**config.mk**
```make
export PLATFORM = sky130hd
export DESIGN_NAME = rpn_tokenizer_flat
export DESIGN_NICKNAME = d
export VERILOG_FILES = /design/src/rtl/rpn_tokenizer_if.sv /design/src/rtl/rpn_tokenizer.sv /design/src/flat_wrapper.sv
export SDC_FILE = /design/constraint.sdc
export NUM_CORES = 1
export LEC_CHECK = 0
export ABC_AREA = 1
export BUFFER_PORTS_ARGS = -buffer_cell sky130_fd_sc_hd__buf_2
export CAP_MARGIN = 10
export CORE_AREA = 2 2 81 83
export CTS_CLUSTER_SIZE = 20
export DETAILED_ROUTE_END_ITERATION = 8
export DIE_AREA = 0 0 83 85
export GPL_ROUTABILITY_DRIVEN = 0
export PLACE_DENSITY = 0.73
export SYNTH_ARGS = -nofsm -noshare
export SYNTH_HDL_FRONTEND = slang
export SYNTH_SLANG_ARGS = --single-unit
```
**constraint.sdc**
```tcl
create_clock -name clk -period 6.3 [get_ports clk]
set_input_delay 0.63 -clock clk [delete_from_list [all_inputs] [get_ports clk]]
set_output_delay 0.63 -clock clk [all_outputs]
set_load 0.02 [all_outputs]
```
**src/rtl/rpn_tokenizer_if.sv**
```systemverilog
// Byte-in / command-out bundle between the UART receiver, the tokenizer and the rpn core.
//   rx_valid, rx_data : one-cycle byte strobe and received ASCII byte (into the tokenizer)
//   num_en, num       : one-cycle literal pulse and completed decimal value
//   op_en, op         : one-cycle operator pulse and operator code
//   err               : one-cycle pulse on an unrecognised byte or an overrun
// Modports: slave is the tokenizer side, master is the side that feeds bytes and takes commands.
interface rpn_tokenizer_if #(
  parameter int unsigned DATA_W = 16,
  parameter int unsigned OP_W   = 4
);
  logic              rx_valid;
  logic [7:0]        rx_data;
  logic              num_en;
  logic [DATA_W-1:0] num;
  logic              op_en;
  logic [OP_W-1:0]   op;
  logic              err;

  modport slave (
    input  rx_valid,
    input  rx_data,
    output num_en,
    output num,
    output op_en,
    output op,
    output err
  );

  modport master (
    output rx_valid,
    output rx_data,
    input  num_en,
    input  num,
    input  op_en,
    input  op,
    input  err
  );
endinterface

```
**src/rtl/rpn_tokenizer.sv**
```systemverilog
// ASCII-to-command front-end for the rpn stack computer.
// Turns a byte stream such as "12 2+2*=" into num_en/num and op_en/op strobes, literal
// first when an operator directly terminates a literal. Flags bad bytes and overruns on err.
// Ports:
//   clk   : system clock, all logic on the rising edge
//   rst_n : synchronous active-low reset
//   bus   : rpn_tokenizer_if slave (rx_valid/rx_data in; num_en/num/op_en/op/err out)
// All outputs are registered: a byte accepted at edge N is answered in the cycle after N.
module rpn_tokenizer #(
  parameter int unsigned DATA_W = 16,
  parameter int unsigned OP_W   = 4
) (
  input logic            clk,
  input logic            rst_n,
  rpn_tokenizer_if.slave bus
);

  localparam logic [OP_W-1:0] OpAdd     = OP_W'(0);
  localparam logic [OP_W-1:0] OpSub     = OP_W'(1);
  localparam logic [OP_W-1:0] OpMul     = OP_W'(2);
  localparam logic [OP_W-1:0] OpDiv     = OP_W'(3);
  localparam logic [OP_W-1:0] OpPop     = OP_W'(4);
  localparam logic [OP_W-1:0] OpUnknown = OP_W'(4'hF);

  typedef enum logic [1:0] {StIdle, StNum, StOpq} state_e;

  state_e            state_q, state_d;
  logic [DATA_W-1:0] acc_q, acc_d;
  logic [OP_W-1:0]   opq_q, opq_d;    // operator queued behind a just-emitted literal
  logic              num_en_q, num_en_d;
  logic [DATA_W-1:0] num_q, num_d;
  logic              op_en_q, op_en_d;
  logic [OP_W-1:0]   op_q, op_d;
  logic              err_q, err_d;

  // Byte classification
  logic              is_digit, is_delim, is_op;
  logic [OP_W-1:0]   op_code;
  logic [DATA_W-1:0] digit_ext;
  logic [DATA_W-1:0] acc_next;

  always_comb begin
    is_digit = (bus.rx_data >= 8'h30) && (bus.rx_data <= 8'h39);
    is_delim = (bus.rx_data == 8'h20) || (bus.rx_data == 8'h0D) || (bus.rx_data == 8'h0A);
    is_op    = 1'b1;
    op_code  = OpUnknown;
    case (bus.rx_data)
      8'h2B:   op_code = OpAdd;  // '+'
      8'h2D:   op_code = OpSub;  // '-'
      8'h2A:   op_code = OpMul;  // '*'
      8'h2F:   op_code = OpDiv;  // '/'
      8'h3D:   op_code = OpPop;  // '='
      default: is_op   = 1'b0;
    endcase
  end

  // acc*10 + digit as shift-adds; the sum wraps modulo 2^DATA_W by construction
  assign digit_ext = {{(DATA_W-4){1'b0}}, bus.rx_data[3:0]};
  assign acc_next  = (acc_q << 3) + (acc_q << 1) + digit_ext;

  // State register
  always_ff @(posedge clk) begin
    if (!rst_n) begin
      state_q <= StIdle;
    end else begin
      state_q <= state_d;
    end
  end

  // Next-state logic
  always_comb begin
    state_d = state_q;
    unique case (state_q)
      StIdle: begin
        if (bus.rx_valid && is_digit) state_d = StNum;
      end
      StNum: begin
        if (bus.rx_valid) begin
          if (is_digit)   state_d = StNum;
          else if (is_op) state_d = StOpq;
          else            state_d = StIdle;  // delimiter or bad byte
        end
      end
      StOpq:   state_d = StIdle;  // lasts exactly one cycle regardless of input
      default: state_d = StIdle;
    endcase
  end

  // Output and datapath next-values
  always_comb begin
    acc_d    = acc_q;
    opq_d    = opq_q;
    num_en_d = 1'b0;
    num_d    = num_q;
    op_en_d  = 1'b0;
    op_d     = op_q;
    err_d    = 1'b0;
    unique case (state_q)
      StIdle: begin
        if (bus.rx_valid) begin
          if (is_digit) begin
            acc_d = digit_ext;  // fresh literal starts from zero
          end else if (is_op) begin
            op_en_d = 1'b1;
            op_d    = op_code;
          end else if (!is_delim) begin
            err_d = 1'b1;
          end
        end
      end
      StNum: begin
        if (bus.rx_valid) begin
          if (is_digit) begin
            acc_d = acc_next;
          end else if (is_delim || is_op) begin
            num_en_d = 1'b1;
            num_d    = acc_q;
            acc_d    = '0;
            if (is_op) opq_d = op_code;
          end else begin
            // Bad byte: drop the partial literal silently apart from err
            err_d = 1'b1;
            acc_d = '0;
          end
        end
      end
      StOpq: begin
        op_en_d = 1'b1;
        op_d    = opq_q;
        // No slot to process a byte here; it is lost and reported as an overrun
        if (bus.rx_valid) err_d = 1'b1;
      end
      default: begin
        acc_d = '0;
      end
    endcase
  end

  always_ff @(posedge clk) begin
    if (!rst_n) begin
      acc_q    <= '0;
      opq_q    <= OpUnknown;
      num_en_q <= 1'b0;
      num_q    <= '0;
      op_en_q  <= 1'b0;
      op_q     <= OpUnknown;
      err_q    <= 1'b0;
    end else begin
      acc_q    <= acc_d;
      opq_q    <= opq_d;
      num_en_q <= num_en_d;
      num_q    <= num_d;
      op_en_q  <= op_en_d;
      op_q     <= op_d;
      err_q    <= err_d;
    end
  end

  assign bus.num_en = num_en_q;
  assign bus.num    = num_q;
  assign bus.op_en  = op_en_q;
  assign bus.op     = op_q;
  assign bus.err    = err_q;

endmodule

```
**src/flat_wrapper.sv**
```systemverilog
// flat-port wrapper written by rule: the top's interface ports become plain ports
module rpn_tokenizer_flat 
#(
  parameter int unsigned DATA_W = 16,
  parameter int unsigned OP_W   = 4
)
  (clk, rst_n, bus_rx_valid, bus_rx_data, bus_num_en, bus_num, bus_op_en, bus_op, bus_err);
  rpn_tokenizer_if #(.DATA_W(DATA_W), .OP_W(OP_W)) bus_i ();
  input logic clk;
  input logic rst_n;
  input wire logic [$bits(bus_i.rx_valid)-1:0] bus_rx_valid;
  input wire logic [$bits(bus_i.rx_data)-1:0] bus_rx_data;
  output wire logic [$bits(bus_i.num_en)-1:0] bus_num_en;
  output wire logic [$bits(bus_i.num)-1:0] bus_num;
  output wire logic [$bits(bus_i.op_en)-1:0] bus_op_en;
  output wire logic [$bits(bus_i.op)-1:0] bus_op;
  output wire logic [$bits(bus_i.err)-1:0] bus_err;
  assign bus_i.rx_valid = bus_rx_valid;
  assign bus_i.rx_data = bus_rx_data;
  assign bus_num_en = bus_i.num_en;
  assign bus_num = bus_i.num;
  assign bus_op_en = bus_i.op_en;
  assign bus_op = bus_i.op;
  assign bus_err = bus_i.err;
  rpn_tokenizer #(.DATA_W(DATA_W), .OP_W(OP_W)) u_core (.clk(clk), .rst_n(rst_n), .bus(bus_i));
endmodule
```
==> impl_results.md <==
* DR pass1 iterations at 4
* Clk buf depth at 2
* Crit Path Category: input port to register
* First-pass GRT wire length at 11.7 mm
* Synth cell types at 32
* Drt wl/cell at 11.8 um
* Ys flop type: dfxtp_1
* Root buffer cell: clkbuf_8
* DR iter-0 viols at 149
* Non-filler instance count after layout at 568
* Crit Path Max Fanout at 4
* Post-DRT Antenna Nets at 0
* Pre-CTS setup slack at 3.55 ns
* Setup TNS at 0 ns
* Min cycle time layout at 2.44 ns
* Vias per inst at 5.21
* Final hold slack at 0.451 ns
* Initial antenna violation count at 0
* Number of global-route vias before repair at 2703
* I/O Buffers at 33
* Yosys top cell area share at 29.8%
* Fin nets at 529
* Startpoint Class: input port
* DP Cell Count at 560
* Die height at 85 um
* Slew @ Worst Pin at 0.604 ns
* Clock Skews at 0.00236 ns
* Part of the power in registers at 54.2%
* Net Switching at 0.143 mW
* Fmax at 410 MHz
* CP endpoint kind: register
* Int Power at 0.397 mW
* Via count at 2961
* Final worst slack at 3.86 ns
* Sw Share at 26.4%
* Post-CTS resize count at 0
* Setup-violating endpoint count in the final report at 0
* Combinational power share at 11.0%
* Post-Syn Area at 0.00302 mm2
* Peak supply drop at 0.000128 V
* Syn. warnings at 0
* Core area at 0.00620 mm2
* Layout Utilization at 53.3%
* Clock share of power at 34.7%
* Clock-pin slew on the worst setup and hold paths at 0.08 ns
* Post-synthesis register bit count at 45
* Synthesized net count at 500
* CTS Buf Count at 5
* Grt ovf at 0
* Outcome: finished, final reports clean
* Hpwl dp at 5.18 mm
* RSZ-0062 raised after global routing: no
* Layout cells sized above 1 at 13.0%
* Final WL at 6.70 mm
* Initial cell density of the core at 48.7%
* Relative max-transition margin at 59.5%
* I/O pin count at 34
* Residual DRC count at 0
* Hold Path Class: register to register
* Pins Over Slew Limit at 0
* Die W at 83 um
* Power per Cell Area at 163 mW/mm2
* Largest net degree at the start of global routing at 35
* Setup Buffers After CTS at 0
* CTS Hold Bufs at 0
* EDFF count, synth at 0
* Leading area contributor after synthesis: dfxtp_1
* Overall global routing resource usage at 19.8%
* CTS sink count at 45
* Final period utilization at 38.8%
* Hold Violations, Final at 0
* Area Growth Syn to Fin at 9.57%
* CTS tree: yes
* FFs w/ async S/R, synth at 0%
* Std cell rows at 29
* Syn avg cell area at 6.55 um2
* Clk Latency, worst-skew pair at 0.30 ns
* CP required at 6.47 ns
* Die area at 0.00706 mm2
* Crit path arrival time at 2.61 ns
* Cells after Synth at 461
* Sequential area share after synthesis at 29.8%
* Reported max-cap violation count at 0
* H-tree depth at 2
* Leak at 1.72 nW
* Largest cells by area after synthesis: dfxtp_1, nand2_1, ha_1
* Ant diodes at 0
[power by group through the flow]
stage                     Clock [mW]  Combinational, mW  Sequential, mW
after floorplan                    0             0.0423           0.301
after global placement             0             0.0583           0.299
after detailed placement           0             0.0597           0.299
after CTS                      0.191             0.0600           0.293
after global routing           0.204             0.0684           0.293
final                          0.187             0.0595           0.293
[path summary, 6_finish.rpt]
kind / from / endpoint / slack [ns] / cells past startpoint
worst max-delay path: bus_rx_data[3] / u_core.acc_q[8] / 3.86 / 12
worst min-delay path: u_core.opq_q[3] / u_core.opq_q[3] / 0.45 / 2
worst min register to register: u_core.opq_q[3] / u_core.opq_q[3] / 0.45 / 2
worst max register to register: u_core.acc_q[0] / u_core.acc_q[8] / 3.93 / 11
[synthesized netlist by cell type, types with 2 or more instances]
cell type  instances
xnor2_1            2
inv_2              9
buf_6              2
nor2_1            38
nor2_2             3
nand3_1           49
nand2_1          133
nand4_1           10
o21ai_0            7
o21ai_1            2
buf_4              2
inv_1             59
fa_1               2
buf_2              4
xor2_1             2
dfxtp_1           45
ha_1              26
nor3_1             3
nor2_4             3
a21oi_1           44
clkbuf_1           3
or2_2              3
[metal layers]
metal | vias to the layer above | share of wire [%] | GRT usage, % | wire length [um]
met2 | 52 | 49 | 35.5 | 3260
met3 | 15 | 3.7 | 4.57 | 251
li1 | 1538 | - | - | -
met4 | 0 | 2.4 | 6.26 | 164
met5 | - | 0 | 0 | 0
met1 | 1356 | 45 | 23.5 | 3030
[registers in the layout (all words and copies together), names as in the netlist]
name,flops
u_core.acc_q,16
u_core.bus.err,1
u_core.bus.num,16
u_core.bus.num_en,1
u_core.bus.op,4
u_core.bus.op_en,1
u_core.opq_q,4
u_core.state_q,2
[per-stage QoR]
step,cell area [um2],power [mW]
3_3_place_gp,3210,0.357
2_1_floorplan,3020,0.343
4_1_cts,3310,0.544
5_1_grt,3310,0.566
6_report,3310,0.539
3_5_place_dp,3210,0.359
[worst max-delay path: stages]
cell and delay [ns]:
buf_2 0.10, inv_1 0.07, fa_1 0.53, inv_1 0.07, fa_1 0.48, nand3_1 0.11, nand2_1 0.12, nand2_1 0.08
nand2_1 0.05, or2_2 0.27, nand3_1 0.07, a21oi_1 0.05
[logic make-up (layout without fill, tap and decap cells)]
kind of cell    Yosys count  after routing  synth area share, %
simple gates            248            248                 36.5
buf+inv                  80            110                 10.9
compound gates           56             56                 9.57
flops                    45             45                 29.8
fa+ha+maj                28             28                 12.1
xor+xnor                  4              4                 1.16
[layout by cell type, fill, tap and decap left out, types with 2 or more instances in the layout]
cell type	synthesis	routed
fa_1	2	2
nor3_1	3	3
xor2_1	2	2
o21ai_0	7	7
nor2_4	3	3
dfxtp_1	45	45
inv_2	9	9
ha_1	26	26
nor2_2	3	3
clkbuf_8	0	6
nand4_1	10	10
or2_2	3	3
nand3_1	49	49
a21oi_1	44	44
xnor2_1	2	2
buf_2	4	33
nor2_1	38	38
nand2_1	133	133
inv_1	59	59
o21ai_1	2	2
[layout make-up]
cell class | instances | area [um2]
tap | 77 | 96.3
multi-input combinational | 336 | 1790
clock buffer | 6 | 82.6
timing repair buffer | 33 | 165
fill | 637 | 2900
inverter | 69 | 259
sequential | 45 | 901
clock inverter | 2 | 13.8
Note: power is estimated with default switching activity, not from simulation.
